--- config.mk ---
export PLATFORM = sky130hd
export DESIGN_NAME = matrix_ls_fu
export DESIGN_NICKNAME = d
export VERILOG_FILES = /design/src/rtl/datapath_pkg.sv /design/src/rtl/matrix_ls_agen.sv /design/src/rtl/matrix_ls_fu.sv
export SDC_FILE = /design/constraint.sdc
export NUM_CORES = 1
export LEC_CHECK = 0
export CAP_MARGIN = 20
export CORE_ASPECT_RATIO = 0.7
export CORE_MARGIN = 5
export CORE_UTILIZATION = 46
export CTS_CLUSTER_DIAMETER = 50
export DETAILED_ROUTE_END_ITERATION = 7
export PLACE_DENSITY = 0.82
export SETUP_SLACK_MARGIN = 0.02
export SYNTH_ARGS = -nofsm -noshare
export SYNTH_HDL_FRONTEND = slang
export SYNTH_HIERARCHICAL = 1
export SYNTH_SLANG_ARGS = --single-unit
--- constraint.sdc ---
create_clock -name CLK -period 3.54 [get_ports CLK]
set_input_delay 0.708 -clock CLK [delete_from_list [all_inputs] [get_ports CLK]]
set_output_delay 0.708 -clock CLK [all_outputs]
set_load 0.05 [all_outputs]
--- src/rtl/datapath_pkg.sv ---
// Shared execute-stage datapath types: word/matrix-index widths, the matrix
// memory op encoding, the packed result bundle reported by the matrix
// load/store unit, and that unit's FSM state encoding.
package datapath_pkg;

   typedef logic [31:0] word_t;
   typedef logic [3:0]  matbits_t;

   typedef enum logic [1:0] {
      matrix_na = 2'd0,
      M_LOAD    = 2'd1,
      M_STORE   = 2'd2
   } matrix_mem_t;

   typedef struct packed {
      logic        done;
      matrix_mem_t ls_out;
      matbits_t    rd_out;
      word_t       address;
      word_t       stride_out;
   } matrix_ls_t;

   typedef enum logic [1:0] {
      IDLE  = 2'd0,
      REQ   = 2'd1,
      WAIT  = 2'd2,
      DRAIN = 2'd3
   } mls_state_e;

endpackage

--- src/rtl/matrix_ls_agen.sv ---
// Combinational scratchpad address/stride generator for the matrix load/store
// unit. The address is base + immediate with the carry out dropped; the
// misalignment flag reports non-zero low bits in either address or stride.
module matrix_ls_agen #(
   parameter int ADDR_W     = 32,
   parameter int ALIGN_BITS = 2
) (
   input  logic [ADDR_W-1:0] rdat1_i,
   input  logic [ADDR_W-1:0] rdat2_i,
   input  logic [ADDR_W-1:0] imm_i,
   output logic [ADDR_W-1:0] addr_o,
   output logic [ADDR_W-1:0] stride_o,
   output logic              misalign_o
);

   assign addr_o     = rdat1_i + imm_i;
   assign stride_o   = rdat2_i;
   assign misalign_o = (|addr_o[ALIGN_BITS-1:0]) | (|rdat2_i[ALIGN_BITS-1:0]);

endmodule

--- src/rtl/matrix_ls_fu.sv ---
// Matrix load/store functional unit. Latches one op from issue, computes its
// scratchpad address, handshakes a request (stores wait until they are no
// longer speculative), waits for completion and pulses done. Ops squashed by
// a branch miss retire silently; an already-sent request is drained first.
// Optional build macro MLS_ALIGN_CHECK_EN: misaligned address/stride skips the
// scratchpad and pulses fault together with done on the cycle after issue.
module matrix_ls_fu
   import datapath_pkg::*;
#(
   parameter int ADDR_W     = 32,
   parameter int MAT_W      = 4,
   parameter int ALIGN_BITS = 2
) (
   input  logic              CLK,
   input  logic              RST,
   input  logic              issue_en,
   input  matrix_mem_t       issue_ls,
   input  logic [MAT_W-1:0]  issue_md,
   input  logic [ADDR_W-1:0] issue_rdat1,
   input  logic [ADDR_W-1:0] issue_rdat2,
   input  logic [ADDR_W-1:0] issue_imm,
   input  logic              issue_spec,
   input  logic              br_resolved,
   input  logic              br_miss,
   input  logic              sp_ready,
   input  logic              sp_done,
   output logic              sp_req,
   output matrix_ls_t        mls_out,
   output logic              busy,
   output logic              fault
);

   mls_state_e        state_q, state_d;
   matrix_mem_t       ls_q, ls_d;
   logic [MAT_W-1:0]  md_q, md_d;
   logic [ADDR_W-1:0] addr_q, addr_d;
   logic [ADDR_W-1:0] stride_q, stride_d;
   logic              spec_q, spec_d;
   logic              done_q, done_d;

   logic [ADDR_W-1:0] agen_addr, agen_stride;
   logic              agen_misalign;
   logic              accept, squash, handshake;
   logic              fault_go, fault_pulse;

   matrix_ls_agen #(
      .ADDR_W     (ADDR_W),
      .ALIGN_BITS (ALIGN_BITS)
   ) u_agen (
      .rdat1_i    (issue_rdat1),
      .rdat2_i    (issue_rdat2),
      .imm_i      (issue_imm),
      .addr_o     (agen_addr),
      .stride_o   (agen_stride),
      .misalign_o (agen_misalign)
   );

   // Only real load/store encodings start an op, and only while idle.
   assign accept    = issue_en && (state_q == IDLE) &&
                      ((issue_ls == M_LOAD) || (issue_ls == M_STORE));
   assign squash    = br_miss && spec_q;
   assign handshake = sp_req && sp_ready;

`ifdef MLS_ALIGN_CHECK_EN
   logic pend_q;

   assign fault_go    = accept && agen_misalign;
   // A faulting op never enters REQ; it only pulses on the following cycle
   // unless a branch miss squashes it in that cycle.
   assign fault_pulse = pend_q && !squash;

   // One-cycle marker for a latched misaligned op.
   always_ff @(posedge CLK) begin
      if (RST) pend_q <= 1'b0;
      else     pend_q <= fault_go;
   end
`else
   logic unused_misalign;

   assign fault_go        = 1'b0;
   assign fault_pulse     = 1'b0;
   assign unused_misalign = agen_misalign;
`endif

   // State and latched op fields; everything clears on reset.
   always_ff @(posedge CLK) begin
      if (RST) begin
         state_q  <= IDLE;
         ls_q     <= matrix_na;
         md_q     <= '0;
         addr_q   <= '0;
         stride_q <= '0;
         spec_q   <= 1'b0;
         done_q   <= 1'b0;
      end else begin
         state_q  <= state_d;
         ls_q     <= ls_d;
         md_q     <= md_d;
         addr_q   <= addr_d;
         stride_q <= stride_d;
         spec_q   <= spec_d;
         done_q   <= done_d;
      end
   end

   // Next state: latch on issue, request/wait/drain, and squash handling.
   always_comb begin
      state_d  = state_q;
      ls_d     = ls_q;
      md_d     = md_q;
      addr_d   = addr_q;
      stride_d = stride_q;
      spec_d   = spec_q && !br_resolved;
      done_d   = 1'b0;
      case (state_q)
         IDLE: begin
            spec_d = 1'b0;
            if (accept) begin
               spec_d = issue_spec;
               if (!fault_go) begin
                  state_d  = REQ;
                  ls_d     = issue_ls;
                  md_d     = issue_md;
                  addr_d   = agen_addr;
                  stride_d = agen_stride;
               end
            end
         end
         REQ: begin
            if (handshake) begin
               // A request already handed over must be drained on a squash.
               if (squash)       state_d = sp_done ? IDLE : DRAIN;
               else if (sp_done) begin
                  state_d = IDLE;
                  done_d  = 1'b1;
               end else          state_d = WAIT;
            end else if (squash) begin
               state_d = IDLE;
            end
         end
         WAIT: begin
            if (sp_done) begin
               state_d = IDLE;
               done_d  = !squash;
            end else if (squash) begin
               state_d = DRAIN;
            end
         end
         DRAIN: begin
            if (sp_done) state_d = IDLE;
         end
      endcase
      // Reported fields read zero whenever the unit is idle.
      if (state_d == IDLE) begin
         ls_d     = matrix_na;
         md_d     = '0;
         addr_d   = '0;
         stride_d = '0;
         if (!fault_go) spec_d = 1'b0;
      end
   end

   // Outputs: stores hold off the request while still speculative.
   always_comb begin
      busy               = (state_q != IDLE);
      sp_req             = (state_q == REQ) && ((ls_q == M_LOAD) || !spec_q);
      fault              = fault_pulse;
      mls_out.done       = done_q || fault_pulse;
      mls_out.ls_out     = ls_q;
      mls_out.rd_out     = md_q;
      mls_out.address    = addr_q;
      mls_out.stride_out = stride_q;
   end

endmodule
# [Yosys cells after proc, flatten, opt, wreduce, memory -nomap -nowiden]
# Cells that the tools add are included.
[word_totals] ff_bits=74 input_bits=110
[op_classes] addsub=1 n_eq_ne=6 n_mux=17 n_reduce_logical=16
[op_table] cell="32-bit adder" n=1
[op_table] cell="2-bit 2-to-1 mux" n=9
[op_table] cell="2-bit one-hot mux with 4 select lines" n=1
[op_table] cell="2-bit by 1-bit == test with 1-bit output, second input constant" n=3
[op_table] cell="2-bit == test, second input constant" n=3
[op_table] cell="1-bit logical AND" n=6
[op_table] cell="1-bit 2-to-1 mux" n=6
[op_table] cell="2-bit logical NOT" n=2
[op_table] cell="1-bit logical NOT" n=3
[op_table] cell="1-bit logical OR" n=2
[op_table] cell="1-bit one-hot mux with 2 select lines" n=1
[op_table] cell="2-bit AND reduction" n=1
[op_table] cell="2-bit nonzero test" n=1
[op_table] cell="2-bit OR reduction" n=1

# [Depth between registers and ports, before layout]
[logic_depth] ltp_word=8 ltp_mapped=11 mapped_depth_nobuf=11

# [By module]
# The synthesis kept the hierarchy.
[modules_own_cells] mod="matrix_ls_fu" instances=1 cells_per_inst=278 area_per_inst_um2=3026.7 seq_area_each_um2=1481.4
[modules_own_cells] mod="matrix_ls_agen" instances=1 cells_per_inst=274 area_per_inst_um2=1991.9 seq_area_each_um2=0.0

# [Worst setup path after synthesis]
# No wires, ideal clock.
[synth_path] path_kind="input to register" startpoint="in issue_rdat1[0]" endpoint="reg addr_q[26]" setup_time_ns=0.122 arrival_time_ns=2.719 setup_slack_ns=0.699 cell_stages=11 n_path_buf=0 path_cell_list="ha_1 -> fa_1 -> a21o_1 -> a31o_2 -> nand3_1 -> o221ai_1 -> a311oi_1 -> o21bai_1 -> xor2_1 -> mux2i_1 -> a21oi_1"
[synth_via] elab_chain_len=1
[synth_rtl] item="start: declaration" line_no="matrix_ls_fu.sv:19" text="input logic [ADDR_W-1:0] issue_rdat1,"
[synth_rtl] item="32-bit adder" line_no="matrix_ls_agen.sv:16" text="assign addr_o = rdat1_i + imm_i;"
[synth_rtl] item="net agen_addr[26]" line_no="matrix_ls_fu.sv:41" text="logic [ADDR_W-1:0] agen_addr, agen_stride;"
[synth_rtl] item="end signal: assignment" line_no="matrix_ls_fu.sv:99" text="addr_q <= addr_d;"
[synth_rtl] item="end: declaration" line_no="matrix_ls_fu.sv:36" text="logic [ADDR_W-1:0] addr_q, addr_d;"
# The timed path passes the listed nets, and every way through them passes these cells.
# A chain may end at the register's enable or synchronous reset.

# [Final worst setup path]
[layout_path] startpoint="in issue_imm[0]" endpoint="reg addr_q[18]"
[layout_via] elab_chain_len=1
[layout_rtl] item="start: declaration" line_no="matrix_ls_fu.sv:21" text="input logic [ADDR_W-1:0] issue_imm,"
[layout_rtl] item="32-bit adder" line_no="matrix_ls_agen.sv:16"
[layout_rtl] item="net agen_addr[18]" line_no="matrix_ls_fu.sv:41"
# The timed path passes the listed nets, and every way through them passes these cells.

==> impl_results.md <==
* Outcome: finished clean
* CORE AREA at 10510 um^2
* Fraction of the cycle the final worst path needs at 0.9075
* Total power at 3.668 mW
* Number of I/O pins at 184
* Number of sinks driven by the clock tree at 74
* Vertical extent of the die at 97.33 um
* Full die area at 13110 um^2
* Post-Synthesis Cells at 551
* Final setup violation count at 0
* NumNets Final at 836
* Post-cts sizing count at 0
* Antenna violations before repair at 0
* Num rows at 31
* Remaining number of nets flagged by the antenna check after routing at 0
* Number of vias per cell at 5.523
* Clock-pin slew of the registers on the worst-case setup and hold paths at ~0.06 ns
* Crit. End Element: flop
* Via count of the first global-routing pass at about 4700
* Number of remaining DRC errors at 0
* Post-Place Worst Slack at 0.06521 ns
* Placed wire-length estimate at 10.84 mm
* Wire length of the first global-routing pass at 23.02 mm
* H-tree lvl count at 3
* Pleak at approximately 2.7 nW
* Antenna Cells at 0
* Number of buffers on the longest clock path at 2
* Minimum setup slack in the final design at 0.3273 ns
* Number of warning messages in the yosys log at 6
* HP Class: flop to flop
* Fill cells at 853
* Worst hold start: stride_q[18]
* Multi-input gate area at 3023 um^2
* Routed wire length at between 10 and 15 mm
* Setup TNS at 0 ns
* Commonest cells after routing, fill and taps aside: sky130_fd_sc_hd__clkdlybuf4s50_1 (182), sky130_fd_sc_hd__a21oi_1 (94), sky130_fd_sc_hd__dfxtp_1 (74)
* Maximum net fanout on the critical path at 4
* Avg WL per Cell at between 15 and 20 um
* Final critical delay including setup and external delays at 3.213 ns
* Count of final hold-check violations at 0
* Clock latency of the later-clocked register in the worst-skew pair at 0.33 ns
* FMAX at 311.3 MHz
* CP Launch Type: primary input
* Clock root cell: sky130_fd_sc_hd__clkbuf_16
* Buffers on Ports at about 180
* Post-synthesis area per instance at 9.094 um^2
* DIE WIDTH at between 100 and 150 um
* Final-report max-slew violation count at 0
* Slew headroom at 0.5254
* Crit Path Class: primary input to flop
* Post-cts hold buffer count at 0
* Total CTS buffers at 9
* RSZ-0062 raised after global routing: no
* DRC violation total after the first TritonRoute iteration at approximately 370
* Synth Cell Area at 5011 um^2
* Least-Margin Pin Slew at 0.7120 ns
* Proportion of layout cells with a drive suffix above 1 at 0.07370
* Number of buffers inserted by post-CTS setup repair at 0
* Starting Density at 0.4767
* Length of the first detailed-routing pass in iterations at 5
* GRT overflow at 0
* Area Overhead vs Synth at 38.98%
* Most common cell after layout, fill and taps aside: sky130_fd_sc_hd__clkdlybuf4s50_1
* Worst setup startpoint: issue_imm[0]
* GR Util All Layers at 0.2113
* Total power per unit cell area at 526.7 nW/um^2
* IR Drop Worst-Case VDD at 0.3765 mV
* Maximum Capacitance Violations at 0
* Routability congestion estimate from global placement at 0.9229
* Launching point of the worst reg2reg path: state_q[0]
* Total nets after synthesis at approximately 700
* Worst endpoint required time at 3.79 ns
* CTS tree: built
* Clock Skew at 0.006964 ns
* Crit path DAT at 3.46 ns
* Sequential cell area in the final layout at 1481 um^2
* Vias after detailed routing at 4639
* Largest net degree at the start of global routing at 43
==> area by class of cell <==
type	instances	area share
inverter	13	0.007007
timing repair buffer	195	0.2756
multi-input combinational	396	0.4341
tap	148	0.02659
sequential	74	0.2127
clock buffer	9	0.03234
clock inverter	5	0.01168
==> path summary, 6_finish.rpt <==
path | cells after the start | end | slack (ns)
worst max-delay path | 12 | addr_q[18] | 0.33
worst min-delay path | 2 | stride_q[18] | 0.52
worst max register to register | 8 | addr_q[31] | 1.35
worst min register to register | 2 | stride_q[18] | 0.52
==> report_power, final <==
part	total, mW	leakage, nW	switching, mW	internal, mW
Clock	0.950	0.147	0.341	0.609
Combinational	1.71	1.91	1.06	0.655
Sequential	1.01	0.599	0.0645	0.941
==> worst max-delay path, stage by stage <==
cell and delay (ns):
sky130_fd_sc_hd__clkdlybuf4s50_1 0.47, sky130_fd_sc_hd__ha_1 0.23, sky130_fd_sc_hd__fa_1 0.25, sky130_fd_sc_hd__a21o_1 0.17, sky130_fd_sc_hd__a31o_2 0.23, sky130_fd_sc_hd__nand4_1 0.13
sky130_fd_sc_hd__a21oi_1 0.29, sky130_fd_sc_hd__nand3_1 0.18, sky130_fd_sc_hd__a311oi_1 0.34, sky130_fd_sc_hd__xor2_1 0.18, sky130_fd_sc_hd__mux2i_1 0.10, sky130_fd_sc_hd__a21oi_1 0.18
==> per-stage QoR <==
step,hold slack (ns),utilization,instances,instance area (um^2)
floorplan,0.5531,-,551,5011
global placement,0.5008,0.6334,826,6658
detailed placement,0.5126,0.6334,826,6658
CTS,0.5242,0.6625,840,6964
global route,0.5425,0.6625,840,6964
finish,0.5201,0.6625,840,6964
==> flip-flops by register name, indices dropped and copies added (netlist names) <==
name / count
ls_q: 2
done_q: 1
addr_q: 32
stride_q: 32
spec_q: 1
md_q: 4
state_q: 2
==> per-layer routing <==
metal | routed length (um) | vias up | GRT usage
li1 | - | 2243 | -
met1 | 6173 | 2156 | 0.2603
met2 | 6603 | 219 | 0.3492
met3 | 1318 | 21 | 0.07453
met4 | 201 | 0 | 0.05712
met5 | 0 | - | 0
Power figures use the tool's default switching activity.
